==> src/rtl/rle_pkg.sv <==
// Shared types and constants for the run-length codec and its word packer.
package rle_pkg;

  typedef enum logic [2:0] {
    ST_IDLE,
    ST_RD_REQ,
    ST_RD_WAIT,
    ST_PROC,
    ST_WR,
    ST_DONE
  } rle_state_e;

  typedef enum logic {
    RLE_COMPRESS   = 1'b0,
    RLE_DECOMPRESS = 1'b1
  } rle_mode_e;

  localparam int unsigned SYM_MSB    = 15;
  localparam int unsigned SYM_LSB    = 8;
  localparam int unsigned CNT_MSB    = 7;
  localparam int unsigned CNT_LSB    = 0;
  localparam int unsigned WORD_BYTES = 4;

endpackage

==> src/rtl/rle_word_packer.sv <==
// 32-bit output accumulator: packs 8-bit or 16-bit lanes low-first, zero-filled
// until flushed.
module rle_word_packer
  import rle_pkg::*;
(
  input  logic        clk,
  input  logic        nreset,
  input  logic        wide,
  input  logic        push,
  input  logic        flush,
  input  logic [15:0] push_data,
  output logic [31:0] word,
  output logic [2:0]  byte_cnt,
  output logic        full,
  output logic        fill_last
);

  logic [2:0]  lane;
  logic [31:0] lane_data;

  assign lane      = wide ? 3'd2 : 3'd1;
  assign lane_data = wide ? {16'h0000, push_data} : {24'h000000, push_data[7:0]};
  assign full      = (byte_cnt == 3'(WORD_BYTES));
  assign fill_last = (byte_cnt + lane == 3'(WORD_BYTES));

  always_ff @(posedge clk or negedge nreset) begin
    if (!nreset) begin
      word     <= '0;
      byte_cnt <= '0;
    end else if (flush) begin
      word     <= '0;
      byte_cnt <= '0;
    end else if (push && !full) begin
      word     <= word | (lane_data << {byte_cnt[1:0], 3'b000});
      byte_cnt <= byte_cnt + lane;
    end
  end

endmodule

==> src/rtl/rle_codec.sv <==
// Run-length codec over a single-port 32-bit SRAM: compresses bytes into
// {symbol,count} pairs or expands pairs back into bytes, one frame per start.
module rle_codec
  import rle_pkg::*;
#(
  parameter int ADDR_W  = 16,
  parameter int MAX_RUN = 255
) (
  input  logic              clk,
  input  logic              nreset,
  input  logic              start,
  input  logic              mode,
  input  logic [31:0]       src_addr,
  input  logic [31:0]       dst_addr,
  input  logic [31:0]       src_size,
  output logic [31:0]       dst_size,
  output logic              busy,
  output logic              done,
  output logic [ADDR_W-1:0] port_A_addr,
  output logic              port_A_we,
  output logic [31:0]       port_A_data_in,
  input  logic [31:0]       port_A_data_out,
  output logic              port_A_clk
);

  localparam logic [7:0] MAX_RUN_B = 8'(MAX_RUN);

  rle_state_e        state, next_state;
  rle_mode_e         mode_r;
  logic [31:0]       size_r, in_cnt, dst_cnt, in_word, shifted;
  logic [ADDR_W-1:0] rd_addr, wr_addr;
  logic [1:0]        in_idx;
  logic              word_valid, run_valid;
  logic [7:0]        run_sym, run_cnt, cur_sym, rem, cur_byte;
  logic [15:0]       cur_pair, push_data;
  logic [2:0]        step, pk_cnt;
  logic [31:0]       pk_word;
  logic              accept, in_done, word_last, push, consume, pk_full, pk_fill_last;
  logic              addr_unused;

  assign port_A_clk  = clk;
  assign addr_unused = ^{src_addr, dst_addr, shifted[31:16]};
  assign accept      = start && (state == ST_IDLE || state == ST_DONE);
  assign step        = (mode_r == RLE_DECOMPRESS) ? 3'd2 : 3'd1;
  assign shifted     = in_word >> {in_idx, 3'b000};
  assign cur_byte    = shifted[7:0];
  assign cur_pair    = shifted[15:0];
  assign in_done     = (in_cnt >= size_r);
  assign word_last   = ({1'b0, in_idx} + step == 3'(WORD_BYTES)) || (in_cnt + 32'(step) >= size_r);
  assign dst_size    = dst_cnt;

  rle_word_packer u_packer (
    .clk       (clk),
    .nreset    (nreset),
    .wide      (mode_r == RLE_COMPRESS),
    .push      (push),
    .flush     (accept || state == ST_WR),
    .push_data (push_data),
    .word      (pk_word),
    .byte_cnt  (pk_cnt),
    .full      (pk_full),
    .fill_last (pk_fill_last)
  );

  always_ff @(posedge clk or negedge nreset) begin
    if (!nreset) state <= ST_IDLE;
    else         state <= next_state;
  end

  always_comb begin
    next_state = state;
    case (state)
      ST_IDLE, ST_DONE: if (accept) next_state = (src_size == '0) ? ST_PROC : ST_RD_REQ;
      ST_RD_REQ:  next_state = ST_RD_WAIT;
      ST_RD_WAIT: next_state = ST_PROC;
      ST_PROC: begin
        if ((push && pk_fill_last) || pk_full)        next_state = ST_WR;
        else if (rem != '0 || word_valid)             next_state = ST_PROC;
        else if (!in_done)                            next_state = ST_RD_REQ;
        else if (push || run_valid || pk_cnt != '0)   next_state = ST_WR;
        else                                          next_state = ST_DONE;
      end
      ST_WR: next_state = (in_done && !word_valid && !run_valid && rem == '0) ? ST_DONE : ST_PROC;
      default: next_state = ST_IDLE;
    endcase
  end

  // In compress, a byte that breaks the run (or hits MAX_RUN) pushes the old pair
  // in the same cycle it is consumed; the final pair is pushed once input runs dry.
  always_comb begin
    push           = 1'b0;
    consume        = 1'b0;
    push_data      = '0;
    port_A_addr    = '0;
    port_A_we      = 1'b0;
    port_A_data_in = '0;
    busy           = (state != ST_IDLE) && (state != ST_DONE);
    done           = (state == ST_DONE);
    case (state)
      ST_RD_REQ: port_A_addr = rd_addr;
      ST_WR: begin
        port_A_addr    = wr_addr;
        port_A_we      = 1'b1;
        port_A_data_in = pk_word;
      end
      ST_PROC: begin
        if (mode_r == RLE_COMPRESS) begin
          push_data[SYM_MSB:SYM_LSB] = run_sym;
          push_data[CNT_MSB:CNT_LSB] = run_cnt;
          if (word_valid) begin
            consume = 1'b1;
            push    = run_valid && !(cur_byte == run_sym && run_cnt < MAX_RUN_B);
          end else begin
            push = in_done && run_valid;
          end
        end else begin
          push_data[7:0] = cur_sym;
          if (rem != '0) push = 1'b1;
          else           consume = word_valid;
        end
      end
      default: ;
    endcase
  end

  always_ff @(posedge clk or negedge nreset) begin
    if (!nreset) begin
      mode_r     <= RLE_COMPRESS;
      size_r     <= '0;
      in_cnt     <= '0;
      dst_cnt    <= '0;
      in_word    <= '0;
      rd_addr    <= '0;
      wr_addr    <= '0;
      in_idx     <= '0;
      word_valid <= 1'b0;
      run_valid  <= 1'b0;
      run_sym    <= '0;
      run_cnt    <= '0;
      cur_sym    <= '0;
      rem        <= '0;
    end else if (accept) begin
      mode_r     <= rle_mode_e'(mode);
      size_r     <= src_size;
      rd_addr    <= {src_addr[ADDR_W-1:2], 2'b00};
      wr_addr    <= {dst_addr[ADDR_W-1:2], 2'b00};
      in_cnt     <= '0;
      dst_cnt    <= '0;
      in_idx     <= '0;
      word_valid <= 1'b0;
      run_valid  <= 1'b0;
      rem        <= '0;
    end else begin
      case (state)
        ST_RD_WAIT: begin
          in_word    <= port_A_data_out;
          in_idx     <= '0;
          word_valid <= 1'b1;
          rd_addr    <= rd_addr + ADDR_W'(4);
        end
        ST_WR: begin
          wr_addr <= wr_addr + ADDR_W'(4);
          dst_cnt <= dst_cnt + 32'(pk_cnt);
        end
        ST_PROC: begin
          if (consume) begin
            in_cnt <= in_cnt + 32'(step);
            in_idx <= in_idx + step[1:0];
            if (word_last) word_valid <= 1'b0;
          end
          if (mode_r == RLE_COMPRESS) begin
            if (consume) begin
              if (push || !run_valid) begin
                run_sym   <= cur_byte;
                run_cnt   <= 8'd1;
                run_valid <= 1'b1;
              end else begin
                run_cnt <= run_cnt + 8'd1;
              end
            end else if (push) begin
              run_valid <= 1'b0;
            end
          end else begin
            if (push) begin
              rem <= rem - 8'd1;
            end else if (consume) begin
              cur_sym <= cur_pair[SYM_MSB:SYM_LSB];
              rem     <= cur_pair[CNT_MSB:CNT_LSB];
            end
          end
        end
        default: ;
      endcase
    end
  end

endmodule

==> config.mk <==
export PLATFORM = sky130hd
export DESIGN_NAME = rle_codec
export DESIGN_NICKNAME = d
export VERILOG_FILES = /design/src/rtl/rle_pkg.sv /design/src/rtl/rle_word_packer.sv /design/src/rtl/rle_codec.sv
export SDC_FILE = /design/constraint.sdc
export NUM_CORES = 1
export LEC_CHECK = 0
export BUFFER_PORTS_ARGS = -buffer_cell sky130_fd_sc_hd__clkbuf_2
export CAP_MARGIN = 20
export CELL_PAD_IN_SITES_DETAIL_PLACEMENT = 2
export CELL_PAD_IN_SITES_GLOBAL_PLACEMENT = 2
export CORE_MARGIN = 4
export CORE_UTILIZATION = 30
export CTS_CLUSTER_SIZE = 28
export DETAILED_ROUTE_END_ITERATION = 6
export MAX_ROUTING_LAYER = met4
export PLACE_DENSITY = 0.79
export SYNTH_ARGS = -nofsm -noshare
export SYNTH_HDL_FRONTEND = slang
export SYNTH_SLANG_ARGS = --single-unit
==> constraint.sdc <==
create_clock -name clk -period 5 [get_ports clk]
set_input_delay 0.5 -clock clk [delete_from_list [all_inputs] [get_ports clk]]
set_output_delay 0.5 -clock clk [all_outputs]
set_load 0.03 [all_outputs]
======== Word-level counts from Yosys, hierarchy flattened ========
Index checks and enable logic that the tools add are counted.
W data, S select, Z words.
storage, ports and cells
  flip-flop bits (word level) ............. 235
  latch bits .............................. 0
  RAM bits ................................ 0
  bits in read-only memories .............. 0
  output and inout bits ................... 84
  word-level logic and storage cells ...... 153
  memories ................................ 0
operators by class
  $add $sub $neg .......................... 9
  multiply operators ...................... 0
  div/mod/pow operators ................... 0
  magnitude comparators ................... 3
  equality and inequality tests ........... 15
  shift operators ......................... 2
  mux-type cells .......................... 57
  bitwise logic cells ..................... 4
  reduce and logical (&&, ||, !) cells .... 46
operators by type and width
  kind                     count
  $mux W32                 8
  $mux W16                 6
  $ge A32 B32 Y1           2
  $mux W8                  8
  $add A16 B3 Y16 const B  2
  $add A32 B2 Y32          1
  $add A32 B3 Y32          1
  $logic_not A32 Y1        1
  $or A32 B32 Y32          1
  $pmux W16 S2             1
  $shl A32 B5 Y32          1
  $shr A32 B5 Y16          1
  $mux W3                  7
  $mux W1                  19
  $eq A3 B3 Y1 const B     5
  $pmux W3 S5              1
  $reduce_bool A2 Y1       6
  $reduce_bool A3 Y1       4
  $logic_and A1 B1 Y1      10
  $mux W2                  5
  $reduce_and A5 Y1        2
  $ne A3 B3 Y1 const B     3
  $add A8 B1 Y8 const B    1
  $eq A8 B8 Y1             1
  22 further kinds         39

======== Depth between registers and ports, before layout ========
Gate-level depths: netlist (run 1).
  depth after elaboration ................. 15
  gate-level depth with buffers ........... 18
  depth with buffers taken out ............ 17

======== Cells and area by module ========
A second synthesis (run 1) with hierarchy kept.
unflattened totals
  cell total of the unflattened synthesis .. 1555
  area total of the unflattened synthesis .. 13566.8 sq um
by module, submodules not included
  module           instances  cells each  area each (sq um)  sequential area each (sq um)
  rle_codec        1          1395        11972.7            4904.7
  rle_word_packer  1          160         1594.0             875.8

==> impl_metrics.tcl, run 1 <==
set metrics [dict create \
    status "finished clean" \
    dieArea_um2 48390 \
    grt_max_degree 103 \
    swShare 0.4537 \
    final_common_cell "nand2_1" \
    drtIter0Drc 557 \
    die_width_um 220.0 \
    vias 12046 \
    powerDensity_nw_per_um2 637.0 \
    max-cap-violations 0 \
    grt_pass1_wl_um 73440 \
    postSynthAreaPerCell_um2 8.758 \
    finalPower_uw 10160 \
    async_flop_share 1.000 \
    fin_hold_ws_ns 0.1267 \
    start_util 0.3042 \
    rsz0062_at_grt "false" \
    setup-tns-final_ns 0 \
    nets 1906 \
    viasPerCell 5.224 \
    seq_area_frac_synth 0.4288 \
    layout_common_cells "nand2_1 (287), dfrtp_1 (231), clkbuf_2 (176)" \
    grt_pass1_vias 13188 \
    finalMaxSlewViolations 0 \
    mappedNetlistArea_um2 13480 \
    intPower_uw 5548 \
    place_congestion 0.8356 \
    multi_input_area_um2 7161 \
    skew_ns 0.02378 \
    finalCritPeriodShare 0.8658 \
    nFillCells 4971 \
    h-tree-depth 1 \
    fin_area_um2 15940 \
    io_buffers 177 \
    placedInstanceArea_um2 14990 \
    syn2layout_area_growth_pct 18.28 \
    numCtsBuffers 28 \
    p_comb_frac 0.450 \
    p_switching_uw 4607 \
    core_area_um2 44320 \
    ys_ff_latch 231 \
    dr.pass1.iters 5 \
    drt_wl_total_um 46030 \
    r2r-start "mode_r" \
    cp-startpoint "mode_r" \
    wl_per_cell_um 19.96 \
    tightestPinTransition_ns 1.103 \
    post-cts-setup-buffers 0 \
    cp-start-kind "flip-flop" \
    antenna_found_initial 0 \
    dieHeight_um 220.0 \
    holdCritPathClass "input pin to flip-flop" \
    worstPathArrival_ns 4.77 \
    ioPinCount 216 \
    gr-total-overflow 0 \
    rows 77 \
    ir_worst_vdd_mv 0.2624 \
    clk_pin_slew_ns 0.06 \
    period_minus_slack_ns 4.329 \
    postCtsHoldBufs 1 \
    max_freq_mhz 231.0 \
    ctsResizeCount 0 \
    crit_type "flip-flop to flip-flop" \
    synth_ff_type "dfrtp_1" \
    relSlewSlack 0.2620 \
    ant_nets 0 \
    diodes 0 \
    synth-edff-count 0 \
    critPathCaptureType "flip-flop" \
    cts-root-buf "clkbuf_16" \
    ff_latch_area_um2 5781 \
    ys_warn_count 0 \
    finalHoldViolCount 0 \
    grt_use_total 0.1924 \
    clk_latency_ns 0.57 \
    required_ns 5.44 \
    setup_viol 0 \
    crit_fanout 5 \
    drive_gt1_frac 0.1558 \
    holdCritStartpoint "port_A_data_out[12]" \
    hpwl_um 34030 \
    p_leak_uw 0.007700 \
    clockBufferDepth 3 \
    p_seq_frac 0.341 \
    route.detailed.drc 0 \
    r2r_setup_slack_ns 0.67 \
    syn_inst 1539 \
    ys_types 67 \
    p_clk_frac 0.208 \
    cts_tree "yes" \
]
## cell usage after synthesis (all sizes together) (10+ instances only)
master | instances | area (um2)
a21oi | 68 | 340.3
a22o | 27 | 236.5
dfrtp | 231 | 5781
nand2 | 287 | 1077
clkbuf | 57 | 214.0
nand2b | 13 | 81.33
buf | 18 | 107.6
nor4 | 15 | 106.4
o21ai | 123 | 615.6
ha | 75 | 938.4
nor3 | 26 | 130.1
or3 | 13 | 81.33
mux2i | 27 | 270.3
a31oi | 24 | 150.1
nand4 | 21 | 131.4
a221o | 10 | 100.1
nor2b | 11 | 68.82
nand3 | 60 | 300.3
nor2 | 130 | 488.0
a21o | 12 | 90.09
inv | 64 | 240.2
xor2 | 47 | 411.6
xnor2 | 27 | 236.5
and3 | 23 | 143.9
and2 | 44 | 275.3
## routing by layer
layer,global-route usage,up-vias,wire length (um)
met5,-,-,0
met4,0.03936,0,731
met3,0.02096,45,1403
met2,0.3326,164,23210
met1,0.2455,6192,20680
li1,-,5645,-
## final timing paths
path	end	depth (start not counted)
setup / recovery	word_valid	16
hold / removal	in_word[12]	3
setup reg to reg	word_valid	16
hold reg to reg	in_word[25]	2
max in group asynchronous	rd_addr[7]	3
min in group asynchronous	size_r[26]	2
## cell type report
type | instances | area share
Timing Repair Buffer | 199 | 0.06844
Clock buffer | 39 | 0.04787
Inverter | 64 | 0.01507
Tap cell | 592 | 0.04646
Clock inverter | 11 | 0.01044
Multi-Input combinational cell | 1170 | 0.4491
Sequential cell | 231 | 0.3626
## critical path, cell delays in order (launching register included)
cell and delay [ns]:
dfrtp_1 0.37, inv_1 0.07, ha_1 0.19, inv_1 0.06, fa_1 0.46, nand3b_1 0.28
nor4_2 0.30, buf_4 0.21, and4_1 0.26, and2_1 0.21, xor2_1 0.17, ha_1 0.27
a21o_1 0.20, a21oi_1 0.16, o21ai_0 0.19, or4b_2 0.69, o311ai_0 0.12
## power groups by stage
stage	Clock, uW	Sequential [uW]	Combinational [uW]
floorplan	30.0	3360	3060
global placement	25.0	3440	4310
detailed placement	25.0	3500	4590
CTS	2200	3470	4630
global route	2270	3590	5150
finish	2120	3470	4570
## cells by family (layout without fill, tap and decap cells)
kind of cell,count (synthesis),in the layout,share of synthesized area
buffers and inverters,139,313,0.04168
and+or+nand+nor,662,662,0.2256
DFF,231,231,0.4288
xor gates and xnor gates,74,74,0.04808
other,1,2,0.0002782
AOI/OAI and AO/OA,313,313,0.1441
muxes,40,40,0.03592
adders and majority gates,79,79,0.07556
## flip-flops by register name, indices dropped and copies added, names as in the netlist, 8 cells and up
name,cells
run_cnt,8
cur_sym,8
dst_size,32
rd_addr,14
size_r,32
in_cnt,32
u_packer.word,32
rem,8
run_sym,8
wr_addr,14
in_word,32
## through the flow
stage / utilization / worst slack [ns] / instances
floorplan: - / 0.7534 / 1540
global placement: 0.3382 / 0.8612 / 2255
detailed placement: 0.3382 / 0.6883 / 2255
CTS: 0.3593 / 0.6285 / 2305
global route: 0.3597 / 0.3330 / 2306
finish: 0.3597 / 0.6708 / 2306
Power figures use the tool's default switching activity.
==> inputs of run 2 (changes only) <==
--- a/config.mk
+++ b/config.mk
@@ -15,6 +15,7 @@
 export DETAILED_ROUTE_END_ITERATION = 6
 export MAX_ROUTING_LAYER = met4
 export PLACE_DENSITY = 0.79
+export REMOVE_ABC_BUFFERS = 1
 export SYNTH_ARGS = -nofsm -noshare
 export SYNTH_HDL_FRONTEND = slang
 export SYNTH_SLANG_ARGS = --single-unit
==> impl_metrics.tcl, run 2 (synthesis gave the netlist of run 1 again) <==
set metrics [dict create \
    status "finished clean" \
    wl_met1_um 20650 \
    grt_use_total 0.1952 \
    route.met3.wl_um 1589 \
    worstPathArrival_ns 4.94 \
    io_buffers 177 \
    period_minus_slack_ns 4.470 \
    intPower_uw 5552 \
    ant_nets 0 \
    swShare 0.4554 \
    hpwl_um 33600 \
    slowest_delay_ns 0.68 \
    setup_viol 0 \
    holdCritPathClass "input pin to flip-flop" \
    dr.pass1.iters 4 \
    grt_pass1_vias 13406 \
    p_seq_frac 0.341 \
    hold_end "in_word[14]" \
    syn2layout_area_growth_pct 18.61 \
    critPathCaptureType "flip-flop" \
    required_ns 5.47 \
    crit_fanout 18 \
    cts-root-buf "clkbuf_16" \
    crit_cells 17 \
    clockBufferDepth 3 \
    crit_type "flip-flop to flip-flop" \
    p_comb_frac 0.446 \
    grt_max_degree 95 \
    ctsResizeCount 0 \
    crit_buf_inv 2 \
    path_delay_family "simple AND/OR/NAND/NOR gates" \
    wl_met2_um 22870 \
    route.detailed.drc 0 \
    drive_gt1_frac 0.1581 \
    core_area_um2 44320 \
    ir_worst_vdd_mv 0.2637 \
    vias 12116 \
    tightestPinTransition_ns 1.071 \
    ioPinCount 216 \
    start_util 0.3042 \
    viasPerCell 5.236 \
    fin_hold_ws_ns 0.1103 \
    r2r-start "mode_r" \
    relSlewSlack 0.2830 \
    finalCritPeriodShare 0.8941 \
    dieArea_um2 48390 \
    topRoutingLayerUsed "met4" \
    nFillCells 4959 \
    finalPower_uw 10190 \
    clk_pin_slew_ns 0.06 \
    finalHoldViolCount 0 \
    worstHoldPathCells 3 \
    clk_latency_ns 0.58 \
    h-tree-depth 1 \
    dieHeight_um 220.0 \
    wl_per_cell_um 20.00 \
    rows 77 \
    numCtsBuffers 30 \
    cp-start-kind "flip-flop" \
    cts_tree "yes" \
    post-cts-setup-buffers 0 \
    drt_wl_total_um 46270 \
    p_leak_uw 0.007717 \
    place_congestion 0.8224 \
    p_switching_uw 4642 \
    die_width_um 220.0 \
    reg2reg_to "word_valid" \
    reg2reg_depth 17 \
    nets 1908 \
    r2r_setup_slack_ns 0.53 \
    grt_pass1_wl_um 74400 \
    max-cap-violations 0 \
    drtIter0Drc 597 \
    antenna_found_initial 2 \
    rsz0062_at_grt "false" \
    finalMaxSlewViolations 0 \
    max_freq_mhz 223.7 \
    gr-total-overflow 0 \
    holdCritStartpoint "port_A_data_out[14]" \
    p_clk_frac 0.212 \
    final_common_cell "nand2_1" \
    postCtsHoldBufs 1 \
    layout_common_cells "nand2_1 (287), dfrtp_1 (231), clkbuf_2 (176)" \
    critPathSlowestCell "or4b_2" \
    path_cells "buf_4 > ha_1 > a21o_1 > nand3_1 > nor4_1 > buf_4 > and3_1 > xor2_1 > ha_1 > a21oi_1 > nor2b_1 > o21ai_0 > nand2b_1 > a21oi_1 > o21ai_0 > or4b_2 > o311ai_0" \
    skew_ns 0.01195 \
    powerDensity_nw_per_um2 637.6 \
]
## run 2: power by group through the flow
stage	Combinational, uW	Sequential [uW]	Clock (uW)
after detailed placement	4540	3500	25.0
after CTS	4610	3480	2240
after floorplan	2870	3440	0
after global placement	4280	3430	25.0
after global routing	5160	3600	2310
final	4550	3480	2160
## run 2: worst max-delay path by stage
stage	slack, ns	from	end
finish	0.53	mode_r	word_valid
global route	0.22	mode_r	word_valid
CTS	0.55	mode_r	word_valid
detailed placement	0.59	mode_r	word_valid
global placement	0.68	mode_r	word_valid
floorplan	-0.52	in_idx[0]	run_sym[0]
## run 2: metal layers
metal / vias up / global-route usage
met5: - / -
met4: 0 / 0.05317
met3: 72 / 0.02510
met2: 199 / 0.3308
met1: 6188 / 0.2467
li1: 5657 / -
## run 2: per-stage QoR
step           utilization  cell area, um2  setup TNS, ns  worst slack [ns]  cells
3_5_place_dp        0.3379           14980              0            0.5897   2255
5_1_grt             0.3608           15990              0            0.2206   2314
2_1_floorplan            -           13160         -7.413           -0.5238   1465
6_report            0.3608           15990              0            0.5297   2314
3_3_place_gp        0.3379           14980              0            0.6799   2255
4_1_cts             0.3602           15960              0            0.5549   2311
## run 2: layout make-up
class,instances,area [um2],share of cell area
Sequential cell,231,5781,0.3616
Antenna cell,2,5.005,0.0003130
Multi-Input combinational cell,1170,7161,0.4479
Inverter,64,240.2,0.01503
Timing Repair Buffer,199,1079,0.06746
Clock inverter,9,86.33,0.005400
Tap cell,592,740.7,0.04633
Clock buffer,47,895.9,0.05603
## run 2: worst min-delay path, cell delays in order
cell	delay (ns)
clkbuf_2	0.07
nand2_1	0.04
nand2_1	0.05
